File: src/rtl/fetch_stage.sv
// fetch_stage: RV32I instruction-fetch stage with PC, one-entry hold buffer and redirect handling.
//   clk, rst (sync, active-low)
//   imem_address/imem_read -> single-beat request, held until imem_resp
//   imem_rdata/imem_resp   <- instruction word with a one-cycle response pulse
//   stall_in               <- decode cannot accept the slot this cycle
//   redirect_valid/pc      <- taken branch/jump target from execute
//   if_valid/if_pc/if_instr and dec_* -> fetched instruction and pre-sliced fields
module fetch_stage #(
    parameter logic [31:0] RESET_PC = 32'h0000_0060
) (
    input  logic        clk,
    input  logic        rst,
    output logic [31:0] imem_address,
    output logic        imem_read,
    input  logic [31:0] imem_rdata,
    input  logic        imem_resp,
    input  logic        stall_in,
    input  logic        redirect_valid,
    input  logic [31:0] redirect_pc,
    output logic        if_valid,
    output logic [31:0] if_pc,
    output logic [31:0] if_instr,
    output logic [6:0]  dec_opcode,
    output logic [4:0]  dec_rd,
    output logic [2:0]  dec_funct3,
    output logic [6:0]  dec_funct7
);
    typedef enum logic [1:0] {FETCH, HOLD, DISCARD} state_t;
    state_t      state_q, state_d;
    logic        init_q;
    logic        valid_q, valid_d, slot_free;
    logic [31:0] pc_q, pc_d, req_q, req_d;
    logic [31:0] slot_pc_q, slot_pc_d, slot_ins_q, slot_ins_d;
    logic [31:0] hold_pc_q, hold_pc_d, hold_ins_q, hold_ins_d;
    assign slot_free    = !valid_q || !stall_in;
    // init_q delays the first request by one cycle after reset release
    assign imem_read    = rst && init_q && (state_q != HOLD);
    assign imem_address = req_q;
    assign if_valid     = valid_q;
    assign if_pc        = slot_pc_q;
    assign if_instr     = slot_ins_q;
    assign dec_opcode   = slot_ins_q[6:0];
    assign dec_rd       = slot_ins_q[11:7];
    assign dec_funct3   = slot_ins_q[14:12];
    assign dec_funct7   = slot_ins_q[31:25];
    always_comb begin
        state_d    = state_q;
        pc_d       = pc_q;
        valid_d    = valid_q && stall_in;
        slot_pc_d  = slot_pc_q;
        slot_ins_d = slot_ins_q;
        hold_pc_d  = hold_pc_q;
        hold_ins_d = hold_ins_q;
        if (redirect_valid) begin
            pc_d    = redirect_pc;
            valid_d = 1'b0;
        end
        case (state_q)
            FETCH: begin
                // an unanswered request cannot be aborted, so its reply must be waited out
                if (init_q && redirect_valid && !imem_resp) begin
                    state_d = DISCARD;
                end else if (init_q && imem_resp && !redirect_valid) begin
                    pc_d = pc_q + 32'd4;
                    if (slot_free) begin
                        slot_pc_d  = pc_q;
                        slot_ins_d = imem_rdata;
                        valid_d    = 1'b1;
                    end else begin
                        hold_pc_d  = pc_q;
                        hold_ins_d = imem_rdata;
                        state_d    = HOLD;
                    end
                end
            end
            HOLD: begin
                if (redirect_valid || !stall_in) state_d = FETCH;
                if (!redirect_valid && !stall_in) begin
                    slot_pc_d  = hold_pc_q;
                    slot_ins_d = hold_ins_q;
                    valid_d    = 1'b1;
                end
            end
            DISCARD: if (imem_resp) state_d = FETCH;
            default: state_d = FETCH;
        endcase
        // the address must not move while a discarded request is still outstanding
        req_d = (state_d == DISCARD) ? req_q : {pc_d[31:2], 2'b00};
    end
    always_ff @(posedge clk) begin
        if (!rst) begin
            state_q    <= FETCH;
            init_q     <= 1'b0;
            pc_q       <= RESET_PC;
            req_q      <= {RESET_PC[31:2], 2'b00};
            valid_q    <= 1'b0;
            slot_pc_q  <= '0;
            slot_ins_q <= '0;
            hold_pc_q  <= '0;
            hold_ins_q <= '0;
        end else begin
            state_q    <= state_d;
            init_q     <= 1'b1;
            pc_q       <= pc_d;
            req_q      <= req_d;
            valid_q    <= valid_d;
            slot_pc_q  <= slot_pc_d;
            slot_ins_q <= slot_ins_d;
            hold_pc_q  <= hold_pc_d;
            hold_ins_q <= hold_ins_d;
        end
    end
endmodule

File: config.mk
export PLATFORM = sky130hd
export DESIGN_NAME = fetch_stage
export DESIGN_NICKNAME = d
export VERILOG_FILES = /design/src/rtl/fetch_stage.sv
export SDC_FILE = /design/constraint.sdc
export NUM_CORES = 1
export LEC_CHECK = 0
export ABC_AREA = 1
export CAP_MARGIN = 40
export CORE_MARGIN = 5
export CORE_UTILIZATION = 30
export CTS_CLUSTER_DIAMETER = 50
export CTS_CLUSTER_SIZE = 14
export DETAILED_ROUTE_END_ITERATION = 8
export PLACE_DENSITY_LB_ADDON = 0.25
export RECOVER_POWER = 100
export SKIP_CTS_REPAIR_TIMING = 1
export SKIP_LAST_GASP = 1
export SLEW_MARGIN = 20
export SYNTH_ARGS = -nofsm -noshare
export SYNTH_HDL_FRONTEND = slang
export SYNTH_SLANG_ARGS = --single-unit
File: constraint.sdc
create_clock -name clk -period 1.9 [get_ports clk]
set_input_delay 0.38 -clock clk [delete_from_list [all_inputs] [get_ports clk]]
set_output_delay 0.38 -clock clk [all_outputs]
set_load 0.01 [all_outputs]
* Word level (Yosys, flattened, before mapping)
Cells that the tools add are included.
** Storage, ports and cells
- Register bits :: 194
- Output and inout bits :: 120
- Word-level logic and storage cells :: 65
- Input bits :: 69
** Cells by class
- Bitwise gates (word level) :: 2
- Reduce and logical (&&, ||, !) cells :: 18
- Muxes and demuxes :: 27
- $add $sub $neg :: 1
- Equal/unequal tests :: 8
** Operators with widths (number)
- 32-bit 2-to-1 mux :: 12
- 32-bit one-hot mux with 2 select lines :: 2
- 32-bit by 3-bit adder with 32-bit output (second input constant) :: 1
- 2-bit 2-to-1 mux :: 5
- 1-bit logical AND :: 8
- 2-bit inequality test (second input constant) :: 4
- 1-bit 2-to-1 mux :: 6
- 2-bit one-hot mux with 3 select lines :: 1
- 5-bit AND reduction :: 1
- 2-bit equality test (second input constant) :: 2
- 1-bit zero test :: 4
- 4-bit AND reduction :: 1
- 2-bit by 1-bit equality test with 1-bit output (second input constant) :: 1
- 2-bit zero test :: 1
- 1-bit logical OR :: 2
- 2-bit by 1-bit inequality test with 1-bit output (second input constant) :: 1
- 1-bit NOT :: 2
- 1-bit one-hot mux with 2 select lines :: 1
- 2-bit nonzero test :: 1

* Longest topological paths before layout
- Depth after elaboration :: 7
- Depth in mapped cells :: 12
- Depth with buffers taken out :: 12

* Worst setup path after synthesis
No wires, ideal clock.
- Path kind :: flip-flop to flip-flop
- From :: register pc_q[3]
- To :: register req_q[10] (netlist: imem_address[10])
- Buffers on the path :: 0
- Library setup time :: 111 ps
- Stages on the path, launching flop included :: 10
- Path slack :: 374 ps
- Required time :: 1789 ps
- Data arrival time :: 1416 ps
- Path through :: dfxtp_1 > ha_1 > inv_1 > nor2_2 > nand2_1 > xor2_1 > o21ai_0 > nand2_1 > nand3_1 > inv_1
** On the way
- Cells in the longest elaborated chain, start to end :: 4
** RTL lines
- from (decl) :: line 32 : logic [31:0] pc_q, pc_d, req_q, req_d;
- from (signal assigned) :: line 104 : pc_q <= pc_d;
- 32-bit by 3-bit adder with 32-bit output :: line 64 : pc_d = pc_q + 32'd4;
- 32-bit 2-to-1 mux :: line 63 : end else if (init_q && imem_resp && !redirect_valid) begin
- 32-bit 2-to-1 mux :: line 61 : if (init_q && redirect_valid && !imem_resp) begin
- 32-bit 2-to-1 mux :: line 58 : case (state_q)
- to (signal assigned) :: line 95 : req_q <= {RESET_PC[31:2], 2'b00};
- to (signal assigned) :: line 105 : req_q <= req_d;
- to (decl) :: line 32
No other way between the ends.
A chain may end at the register's enable or synchronous reset.

* Worst setup path after layout
- From :: register slot_ins_q[12] (netlist: if_instr[12])
- To :: output port dec_funct3[0]
** RTL lines
- from (decl) :: line 33 : logic [31:0] slot_pc_q, slot_pc_d, slot_ins_q, slot_ins_d;
- from (signal assigned) :: line 108 : slot_ins_q <= slot_ins_d;
- to (decl) :: line 25 : output logic [2:0] dec_funct3,
No word-level cell between the ends.

==> results.json <==
{
  "synthMuxAreaShare_pct": 0.116,
  "finalNonFillerCells": 1772,
  "totalWireLength_mm": 27.6,
  "rows": 62,
  "buffer_depth_of_the_longest_clock_path": 2,
  "initial_core_util_pct": 30.3,
  "post_route_cells_drive_above_1_share_pct": 6.84,
  "detail_route.wl_per_cell_um": 15.6,
  "crit-reg2reg-capture": "imem_address[28]",
  "crit_buf_inv": 1,
  "whs_path_depth": 4,
  "power-per-cell-area_mw_per_mm2": 808,
  "htreeDepth": 4,
  "synth_area_leaders": "dfxtp_1 (45%), nand2_1 (13%), o21ai_0 (7.5%)",
  "crit_path_top_delay_cell": "clkdlybuf4s50_1",
  "clk_pin_slew_ps": 80,
  "timing.critical_path.from_type": "flip-flop",
  "num-nets-final": 1445,
  "hpwl_mm": 19.6,
  "timing.critical_path.to_type": "primary output",
  "multi_input_logic_area_mm2": 0.00384,
  "timing.fmax_mhz": 561,
  "fillers": 3030,
  "rsz0062_at_grt": "yes",
  "postSynth.asyncResetShare_pct": 0,
  "combinational_family_with_the_most_area_after_synthesis": "simple AND/OR/NAND/NOR gates",
  "synth_seq_area_share_pct": 45.0,
  "critPathRequiredTime_ps": 1520,
  "synth-simple-area-share_pct": 23.1,
  "worstSkewPairLatency_ps": 440,
  "synth-xor-area-share_pct": 1.01,
  "status": "finished clean",
  "worstMarginPinSlew_ps": 648,
  "finalSetupViolCount": 0,
  "tritoncts_clock_tree": "built",
  "grt_pass1_vias": 8041,
  "period_share_pct": 93.8,
  "reg2regPathDepth": 11,
  "fin_skew_ps": 15.1,
  "design.die.area_mm2": 0.0323,
  "timing.hold.worst.class": "in2reg",
  "number_of_primary_i_o_pins": 189,
  "cell_area_after_technology_mapping_mm2": 0.00864,
  "p_leak_nw": 4.70,
  "r2r_start": "pc_q[10]",
  "worstPathMaxFanout": 3,
  "dp.cells": 1740,
  "netlist_instances": 1226,
  "holdCritStartpoint": "redirect_valid",
  "drt_iter0_drc": 693,
  "r2r_setup_slack_ps": 180,
  "top_delay_family_on_crit_path": "buffers and inverters",
  "path_class": "reg2out",
  "fp.dieW_um": 180,
  "detail_route.vias_per_cell": 4.74,
  "maximum_number_of_pins_on_one_net_before_global_route_repair": 164,
  "drtAntennaViolNets": 0,
  "syn-mean-instance-area_um2": 7.05,
  "drcViolationCount": 0,
  "report.power.total_mw": 9.28,
  "final_max_slew_viol_count": 0,
  "peakVddDrop_v": 0.000571,
  "finish.utilization_pct": 40.2,
  "gp_congestion": 0.854,
  "worst_hold_path.endpoint": "state_q[0]",
  "grt_antenna_before_repair": 0,
  "total_of_max_cap_violations": 0,
  "crit_path_cell_trace": "clkdlybuf4s50_1",
  "track_usage_pct": 17.0,
  "synth_top_area_cell": "dfxtp_1",
  "layout.area.seq_mm2": 0.00388,
  "coreArea_mm2": 0.0285,
  "detailroute.via_count": 8407,
  "chipHeight_um": 180,
  "final-hold-violation-count": 0,
  "totalNegativeSetupSlack_ps": 0,
  "yosysUniqueCellTypes": 29,
  "cts.sink_count": 194,
  "root_buffer": "clkbuf_16",
  "grt_overflow": 0,
  "synth_edf_count": 0,
  "crit_arrival_ps": 1400,
  "drt_pass1_iterations": 5,
  "synth_seq_cells": 194,
  "yosys.area_share.adder_pct": 0.145,
  "portBuffers": 186,
  "synth.top_cell.area_share_pct": 45.0,
  "max-slew-margin-rel_pct": 56.8,
  "share_of_the_synthesized_area_in_compound_gates_ao_oa_aoi_oai_pct": 19.9,
  "crit_path_max_incr_delay_ps": 570,
  "layout-area-overhead-vs-synth_pct": 33.0,
  "shortest_clock_period_the_worst_path_allows_after_layout_ps": 1780,
  "synth_top_flop_cell": "dfxtp_1",
  "cts_inserted_buffers": 17,
  "yosys_warnings": 0,
  "first_pass_grt_wire_length_mm": 44.9,
  "num_antenna_cells": 0
}
-- power by group --
part	leakage, nW	total (mW)	internal, mW	switching, mW
Combinational	2.83	1.23	0.608	0.619
Clock	0.291	3.65	1.81	1.84
Sequential	1.58	4.40	4.24	0.154
Total	4.70	9.28	6.67	2.61
-- layout by cell type (no fill, tap or decap), drive strengths merged, types with 2 or more instances in the layout --
cell type and count:
a31oi 64, clkinv 5, clkbuf 25, o21ai 188, nand2 305, clkdlybuf4s50 183
or2 5, xor2 10, a21oi 54, inv 99, o211ai 12, dfxtp 194
nor2 142, nand3 49, buf 43, conb 2
-- worst max-delay path by stage --
stage / start / to / slack [ps] / cells after the start
3_3_place_gp: imem_resp / if_instr[27] / -70 / 8
3_5_place_dp: imem_resp / if_instr[26] / -90 / 8
6_report: if_instr[12] / dec_funct3[0] / 120 / 1
5_1_grt: pc_q[3] / imem_address[27] / -4 / 12
4_1_cts: state_q[0] / imem_read / -170 / 4
2_1_floorplan: pc_q[3] / imem_address[10] / 370 / 9
-- cells by family (layout without fill, tap and decap cells) --
logic type               Yosys count  count (layout)
AO/OA/AOI/OAI                    320             320
XOR/XNOR                          10              10
adder cells (fa/ha/maj)            1               1
buffers and inverters            196             357
flip-flops                       194             194
multiplexers                       1               1
other                              1               2
AND/OR/NAND/NOR                  503             503
-- layer usage --
layer	part of all wire [%]	vias up	track usage, %
met5	0	-	0
met1	49	3772	25.1
met4	1.5	0	4.18
met3	6.5	28	3.56
li1	-	4296	-
met2	43	311	25.2
-- registers in the layout, indices dropped and copies added, names as in the netlist --
signal / flops
if_instr: 32
hold_ins_q: 32
init_q: 1
if_pc: 32
imem_address: 30
if_valid: 1
hold_pc_q: 32
pc_q: 32
state_q: 2
-- area by class of cell --
| class | count | area share (%) |
|---|---|---|
| multi-input cells | 837 | 33.4 |
| well taps | 384 | 4.18 |
| flip-flops and latches | 194 | 33.8 |
| clock buffers | 18 | 3.82 |
| clock inverters | 14 | 1.38 |
| repair buffers | 234 | 20.4 |
| inverters | 91 | 3.02 |
-- through the flow --
step | hold slack [ps] | cell area [um^2] | setup slack (ps)
after global placement | 462 | 10900 | -73.4
after CTS | 367 | 11500 | -166
after global routing | 424 | 11500 | -3.64
after detailed placement | 468 | 10900 | -91.3
after floorplan | 408 | 8640 | 374
final | 390 | 11500 | 118
-- cell usage after synthesis (2+ instances only) --
cell / number
a21oi_1: 54
a31oi_1: 64
buf_1: 2
buf_2: 26
buf_4: 27
buf_6: 7
clkbuf_1: 43
dfxtp_1: 194
inv_1: 86
inv_2: 4
nand2_1: 304
nand3_1: 49
nor2_1: 136
nor2_2: 6
o211ai_1: 12
o21ai_0: 130
o21ai_1: 58
or2_2: 4
xor2_1: 10
Power figures use the tool's default switching activity.
